==> src/rtl/mux_pkg.sv <==
// rtl/mux_pkg.sv - shared constants and helpers for the registered channel selector
package mux_pkg;

    localparam int ARB_FIXED = 0;
    localparam int ARB_RR    = 1;

    // Channel index width, never narrower than one bit
    function automatic int idx_w(input int n);
        return (n <= 2) ? 1 : $clog2(n);
    endfunction

    // Index of the set bit in a one-hot vector; zero when no bit is set
    function automatic int onehot_to_idx(input logic [31:0] oh);
        int r;
        r = 0;
        for (int i = 0; i < 32; i++) begin
            if (oh[i]) begin
                r = i;
            end
        end
        return r;
    endfunction

endpackage

==> src/rtl/mux_arb_reg_if.sv <==
// rtl/mux_arb_reg_if.sv - producer channels and consumer port of the selector
interface mux_arb_reg_if
    import mux_pkg::*;
#(
    parameter int N = 4,
    parameter int W = 5
) ();

    localparam int SEL_W = idx_w(N);

    logic [N*W-1:0]   in_data;
    logic [N-1:0]     in_valid;
    logic [N-1:0]     in_ready;
    logic [W-1:0]     out_data;
    logic [SEL_W-1:0] out_sel;
    logic             out_valid;
    logic             out_ready;

    // Producers and consumer side
    modport master (
        output in_data, in_valid, out_ready,
        input  in_ready, out_data, out_sel, out_valid
    );

    // Selector side
    modport slave (
        input  in_data, in_valid, out_ready,
        output in_ready, out_data, out_sel, out_valid
    );

endinterface

==> src/rtl/rr_arbiter.sv <==
// rtl/rr_arbiter.sv - fixed-priority or round-robin grant with its own pointer
module rr_arbiter
    import mux_pkg::*;
#(
    parameter int N        = 4,
    parameter int ARB_MODE = ARB_RR,
    parameter int SEL_W    = idx_w(N)
) (
    input  logic             clk,
    input  logic             rst,
    input  logic [N-1:0]     req,
    input  logic             advance,
    output logic [N-1:0]     grant,
    output logic [SEL_W-1:0] grant_idx
);

    logic [SEL_W-1:0] ptr;
    logic [SEL_W-1:0] base;
    logic [SEL_W-1:0] idx;
    logic             found;
    logic [31:0]      grant_ext;

    // Scan from the pointer (or from 0 in fixed mode) upward, wrapping modulo N
    always_comb begin
        grant     = '0;
        found     = 1'b0;
        idx       = '0;
        grant_ext = '0;
        base      = (ARB_MODE == ARB_RR) ? ptr : '0;
        for (int k = 0; k < N; k++) begin
            idx = SEL_W'((int'(base) + k) % N);
            if (!found && req[idx]) begin
                grant[idx] = 1'b1;
                found      = 1'b1;
            end
        end
        grant_ext[N-1:0] = grant;
        grant_idx        = SEL_W'(onehot_to_idx(grant_ext));
    end

    // Pointer moves past the winner only on an actual transfer
    always_ff @(posedge clk) begin
        if (rst) begin
            ptr <= '0;
        end else if (advance && (ARB_MODE == ARB_RR)) begin
            ptr <= (grant_idx == SEL_W'(N - 1)) ? '0 : grant_idx + SEL_W'(1);
        end
    end

endmodule

==> src/rtl/mux_arb_reg.sv <==
// rtl/mux_arb_reg.sv - N-channel valid/ready selector with one registered output slot
module mux_arb_reg
    import mux_pkg::*;
#(
    parameter int N        = 4,
    parameter int W        = 5,
    parameter int ARB_MODE = ARB_RR
) (
    input  logic         clk,
    input  logic         rst,
    mux_arb_reg_if.slave bus
);

    localparam int SEL_W = idx_w(N);

    logic             load;
    logic             transfer;
    logic [N-1:0]     grant;
    logic [N-1:0]     in_ready;
    logic [SEL_W-1:0] grant_idx;
    logic [W-1:0]     sel_data;
    logic [W-1:0]     out_data_q;
    logic [SEL_W-1:0] out_sel_q;
    logic             out_valid_q;

    rr_arbiter #(
        .N        (N),
        .ARB_MODE (ARB_MODE),
        .SEL_W    (SEL_W)
    ) u_arb (
        .clk       (clk),
        .rst       (rst),
        .req       (bus.in_valid),
        .advance   (transfer),
        .grant     (grant),
        .grant_idx (grant_idx)
    );

    // Slot accepts when empty or being drained this cycle; nothing accepted during reset
    always_comb begin
        load     = ~out_valid_q | bus.out_ready;
        in_ready = rst ? '0 : (grant & {N{load}});
        transfer = |(bus.in_valid & in_ready);
        sel_data = '0;
        for (int i = 0; i < N; i++) begin
            if (grant[i]) begin
                sel_data = bus.in_data[i*W +: W];
            end
        end
    end

    // Output slot: push replaces, pop alone clears valid but keeps data/sel
    always_ff @(posedge clk) begin
        if (rst) begin
            out_valid_q <= 1'b0;
            out_data_q  <= '0;
            out_sel_q   <= '0;
        end else if (transfer) begin
            out_valid_q <= 1'b1;
            out_data_q  <= sel_data;
            out_sel_q   <= grant_idx;
        end else if (bus.out_ready) begin
            out_valid_q <= 1'b0;
        end
    end

    assign bus.in_ready  = in_ready;
    assign bus.out_data  = out_data_q;
    assign bus.out_sel   = out_sel_q;
    assign bus.out_valid = out_valid_q;

endmodule

==> src/flat_wrapper.sv <==
// flat-port wrapper written by rule: the top's interface ports become plain ports
module mux_arb_reg_flat import mux_pkg::*;
#(
    parameter int N        = 4,
    parameter int W        = 5,
    parameter int ARB_MODE = ARB_RR
)
  (clk, rst, bus_in_data, bus_in_valid, bus_out_ready, bus_in_ready, bus_out_data, bus_out_sel, bus_out_valid);
  mux_arb_reg_if #(.N(N), .W(W)) bus_i ();
  input  logic clk;
  input  logic rst;
  input wire logic [$bits(bus_i.in_data)-1:0] bus_in_data;
  input wire logic [$bits(bus_i.in_valid)-1:0] bus_in_valid;
  input wire logic [$bits(bus_i.out_ready)-1:0] bus_out_ready;
  output wire logic [$bits(bus_i.in_ready)-1:0] bus_in_ready;
  output wire logic [$bits(bus_i.out_data)-1:0] bus_out_data;
  output wire logic [$bits(bus_i.out_sel)-1:0] bus_out_sel;
  output wire logic [$bits(bus_i.out_valid)-1:0] bus_out_valid;
  assign bus_i.in_data = bus_in_data;
  assign bus_i.in_valid = bus_in_valid;
  assign bus_i.out_ready = bus_out_ready;
  assign bus_in_ready = bus_i.in_ready;
  assign bus_out_data = bus_i.out_data;
  assign bus_out_sel = bus_i.out_sel;
  assign bus_out_valid = bus_i.out_valid;
  mux_arb_reg #(.N(N), .W(W), .ARB_MODE(ARB_MODE)) u_core (.clk(clk), .rst(rst), .bus(bus_i));
endmodule
==> config.mk <==
export PLATFORM = sky130hd
export DESIGN_NAME = mux_arb_reg_flat
export DESIGN_NICKNAME = d
export VERILOG_FILES = /design/src/rtl/mux_pkg.sv /design/src/rtl/mux_arb_reg_if.sv /design/src/rtl/rr_arbiter.sv /design/src/rtl/mux_arb_reg.sv /design/src/flat_wrapper.sv
export SDC_FILE = /design/constraint.sdc
export NUM_CORES = 1
export LEC_CHECK = 0
export ABC_AREA = 1
export CORE_ASPECT_RATIO = 1.5
export CORE_MARGIN = 2
export CORE_UTILIZATION = 48
export DETAILED_ROUTE_END_ITERATION = 8
export GPL_TIMING_DRIVEN = 0
export PLACE_DENSITY = 0.94
export SLEW_MARGIN = 10
export SYNTH_ARGS = -nofsm -noshare
export SYNTH_HDL_FRONTEND = slang
export SYNTH_SLANG_ARGS = --single-unit
==> constraint.sdc <==
create_clock -name clk -period 3.7 [get_ports clk]
set_input_delay 1.11 -clock clk [delete_from_list [all_inputs] [get_ports clk]]
set_output_delay 1.11 -clock clk [all_outputs]
set_load 0.1 [all_outputs]
==> flow_metrics.tcl <==
set metrics [dict create \
    yosysTopAreaCellShare_pct 18.5 \
    synth_fp_nets 206 \
    overflow 0 \
    cp-start-kind "input pin" \
    fin_cells 242 \
    rsz0062_at_grt "no" \
    syn_to_final_growth_pct 52.9 \
    crit_family "buffers and inverters" \
    syn_area_per_cell_sq_um 6.26 \
    cts-htree-levels 1 \
    ys_types 23 \
    grt_max_degree 11 \
    period_minus_slack_ns 3.64 \
    slew_headroom_pct 34.4 \
    cp_num_cells 9 \
    utilization_pct 75.9 \
    crit_path_max_fanout 5 \
    wl_per_cell_um 13.3 \
    portBuffers 38 \
    clock-sinks 10 \
    io-pin-count 39 \
    drt-total-wl_mm 3.22 \
    drtIter0Drc 33 \
    reg2reg_slack_ns 1.10 \
    cp_cell_sequence "dlygate4sd2_1 > nand2_2 > nand3_4 > nand2_4 > nand2_4 > inv_2 > nand3_1 > a31oi_4 > buf_6" \
    hold_violations 0 \
    route.layer.met1.wl_mm 1.25 \
    grt_pass1_wl_mm 5.26 \
    min_path_type "flop to flop" \
    synth_flop_cell "dfxtp_1" \
    ant_nets 0 \
    clk_latency_ns 0.27 \
    start_util_pct 49.6 \
    setup_viol 0 \
    synthCells 173 \
    track_usage_pct 25.5 \
    crit_buf_inv 3 \
    yosys_warnings 0 \
    grt_pass1_vias 1257 \
    cpMaxStageDelayCell "dlygate4sd2_1" \
    core_sq_um 2180 \
    cts_tree "done" \
    fin_nets 253 \
    fmax_ghz 0.275 \
    clk_path_buf_depth 2 \
    numCtsBuffers 3 \
    arrival_ns 2.53 \
    placed_cells 234 \
    cts_root_buf "clkbuf_4" \
    synth_seq_cells 10 \
    required_ns 2.59 \
    synth.area.top_cells "dfxtp_1 (18%), nand3_1 (18%), nand2_1 (14%)" \
    worst_pin_slew_ns 0.981 \
    met3WireLength_um 90 \
    drv_cap 0 \
    first_pass_iters 4 \
    rows 21 \
    antenna_found_initial 0 \
    min_path_cells 2 \
    drc 0 \
    layout_worst_path_cycle_share_pct 98.3 \
    clock_skew_ns 0.00585 \
    synth.most_common_cell "nand2_1" \
    top_layer "met4" \
    die_x_um 42.8 \
    via_count 1296 \
    num-fill-cells 171 \
    n_antenna_cell 0 \
    synth_common_cells "nand2_1 (41), nand3_1 (38), inv_1 (22)" \
    wl_met2_mm 1.76 \
    yosysTopAreaCell "dfxtp_1" \
    synthArstFlopShare_pct 0 \
    max_stage_delay_ns 0.28 \
    die_y_um 62.2 \
    synth-edff-count 0 \
    worstRegToRegCells 15 \
    endpoint_kind "output port" \
    netlist_area_sq_um 1080 \
    crit_type "input pin to output port" \
    vias_per_cell 5.36 \
    die-area_sq_um 2660 \
    timing.critical_path.mode_cell "nand2_4" \
    dp_hpwl_mm 2.35 \
    clkTransAtPathRegs_ns 0.07 \
    final_layout_size_suffix_gt1_share_pct 24.2 \
    drv_slew 0 \
    status "completed" \
    yosysSeqAreaShare_pct 18.5 \
    routabilityCongestion 0.906 \
]
## per-stage QoR
step | cell area (sq um) | hold slack, ns | TNS (ns) | worst slack, ns
floorplan | 1120 | 0.556 | 0 | 0.176
global placement | 1530 | 0.466 | -4.60 | -1.26
detailed placement | 1530 | 0.470 | -4.69 | -1.27
CTS | 1640 | 0.507 | 0 | 0.0381
global route | 1660 | 0.512 | 0 | 0.00213
finish | 1660 | 0.495 | 0 | 0.0620
## logic make-up (layout without fill, tap and decap cells)
kind of cell,after synthesis,in the layout,synth area share [%]
AND/OR/NAND/NOR,115,115,56.9
flip-flops,10,10,18.5
buffers and inverters,27,73,10.3
adder cells (fa/ha/maj),6,6,6.94
AO/OA/AOI/OAI,15,15,7.40
## per-layer routing
layer / global-route usage [%] / vias up
li1: - / 652
met1: 27.6 / 599
met2: 45.1 / 34
met3: 0.872 / 11
met4: 18.4 / 0
met5: 0 / -
## final cells by class
cell class | count | area, sq um | share of cell area [%]
multi-input combinational | 136 | 841 | 50.8
clock buffer | 4 | 36.3 | 2.19
sequential | 10 | 200 | 12.1
buffer | 1 | 11.3 | 0.680
inverter | 26 | 100 | 6.05
tap | 23 | 28.8 | 1.74
timing repair buffer | 42 | 438 | 26.5
## sequential cells by signal, indices dropped and copies added (netlist names)
| register | cells |
|---|---|
| u_core.bus.out_data | 5 |
| u_core.bus.out_valid | 1 |
| u_core.bus.out_sel | 2 |
| u_core.u_arb.base | 2 |
## worst paths after layout
check	start	end
max	bus_in_valid[3]	bus_in_ready[0]
min	u_core.bus.out_sel[0]	u_core.bus.out_sel[0]
max reg2reg	u_core.u_arb.base[1]	u_core.bus.out_sel[1]
min reg2reg	u_core.bus.out_sel[0]	u_core.bus.out_sel[0]
## tightest hold or removal path, delay by kind of cell, from the launching register on
| family | cells | cell delay [ns] |
|---|---|---|
| AO/OA/AOI/OAI | 1 | 0.05 |
| AND/OR/NAND/NOR | 1 | 0.08 |
| flip-flops | 1 | 0.32 |
## cells in the final DEF (no fill, tap or decap)
| cell type | instances |
|---|---|
| buf_12 | 3 |
| buf_6 | 2 |
| a31oi_4 | 1 |
| o21ai_1 | 1 |
| nand3_4 | 4 |
| nand3_1 | 38 |
| dlygate4sd2_1 | 3 |
| nor2_1 | 7 |
| or2_2 | 5 |
| a21oi_1 | 11 |
| inv_4 | 1 |
| clkdlybuf4s50_1 | 30 |
| nor3_1 | 1 |
| clkbuf_4 | 3 |
| inv_1 | 20 |
| nor2_8 | 1 |
| nand2_2 | 10 |
| nor2_4 | 5 |
| clkbuf_8 | 1 |
| clkdlybuf4s15_1 | 1 |
| a21oi_2 | 1 |
| nand3_2 | 3 |
| ha_1 | 6 |
| buf_4 | 4 |
| nor2_2 | 1 |
| nand2_1 | 37 |
| dfxtp_1 | 10 |
| o21ai_0 | 1 |
| inv_2 | 5 |
| nand2_4 | 3 |
## what timing repair did
| item | in CTS | in global routing |
|---|---|---|
| hold buffers | 0 | 0 |
| gates cloned | 0 | 0 |
| setup buffers | 3 | 1 |
| pin swaps | 4 | 1 |
| resized for setup | 46 | 3 |
| endpoints found under the setup margin | 4 | 3 |
Power is left out: the tool's default activity adds up to more than one toggle a clock period on the data nets, which glitch-free logic cannot reach.
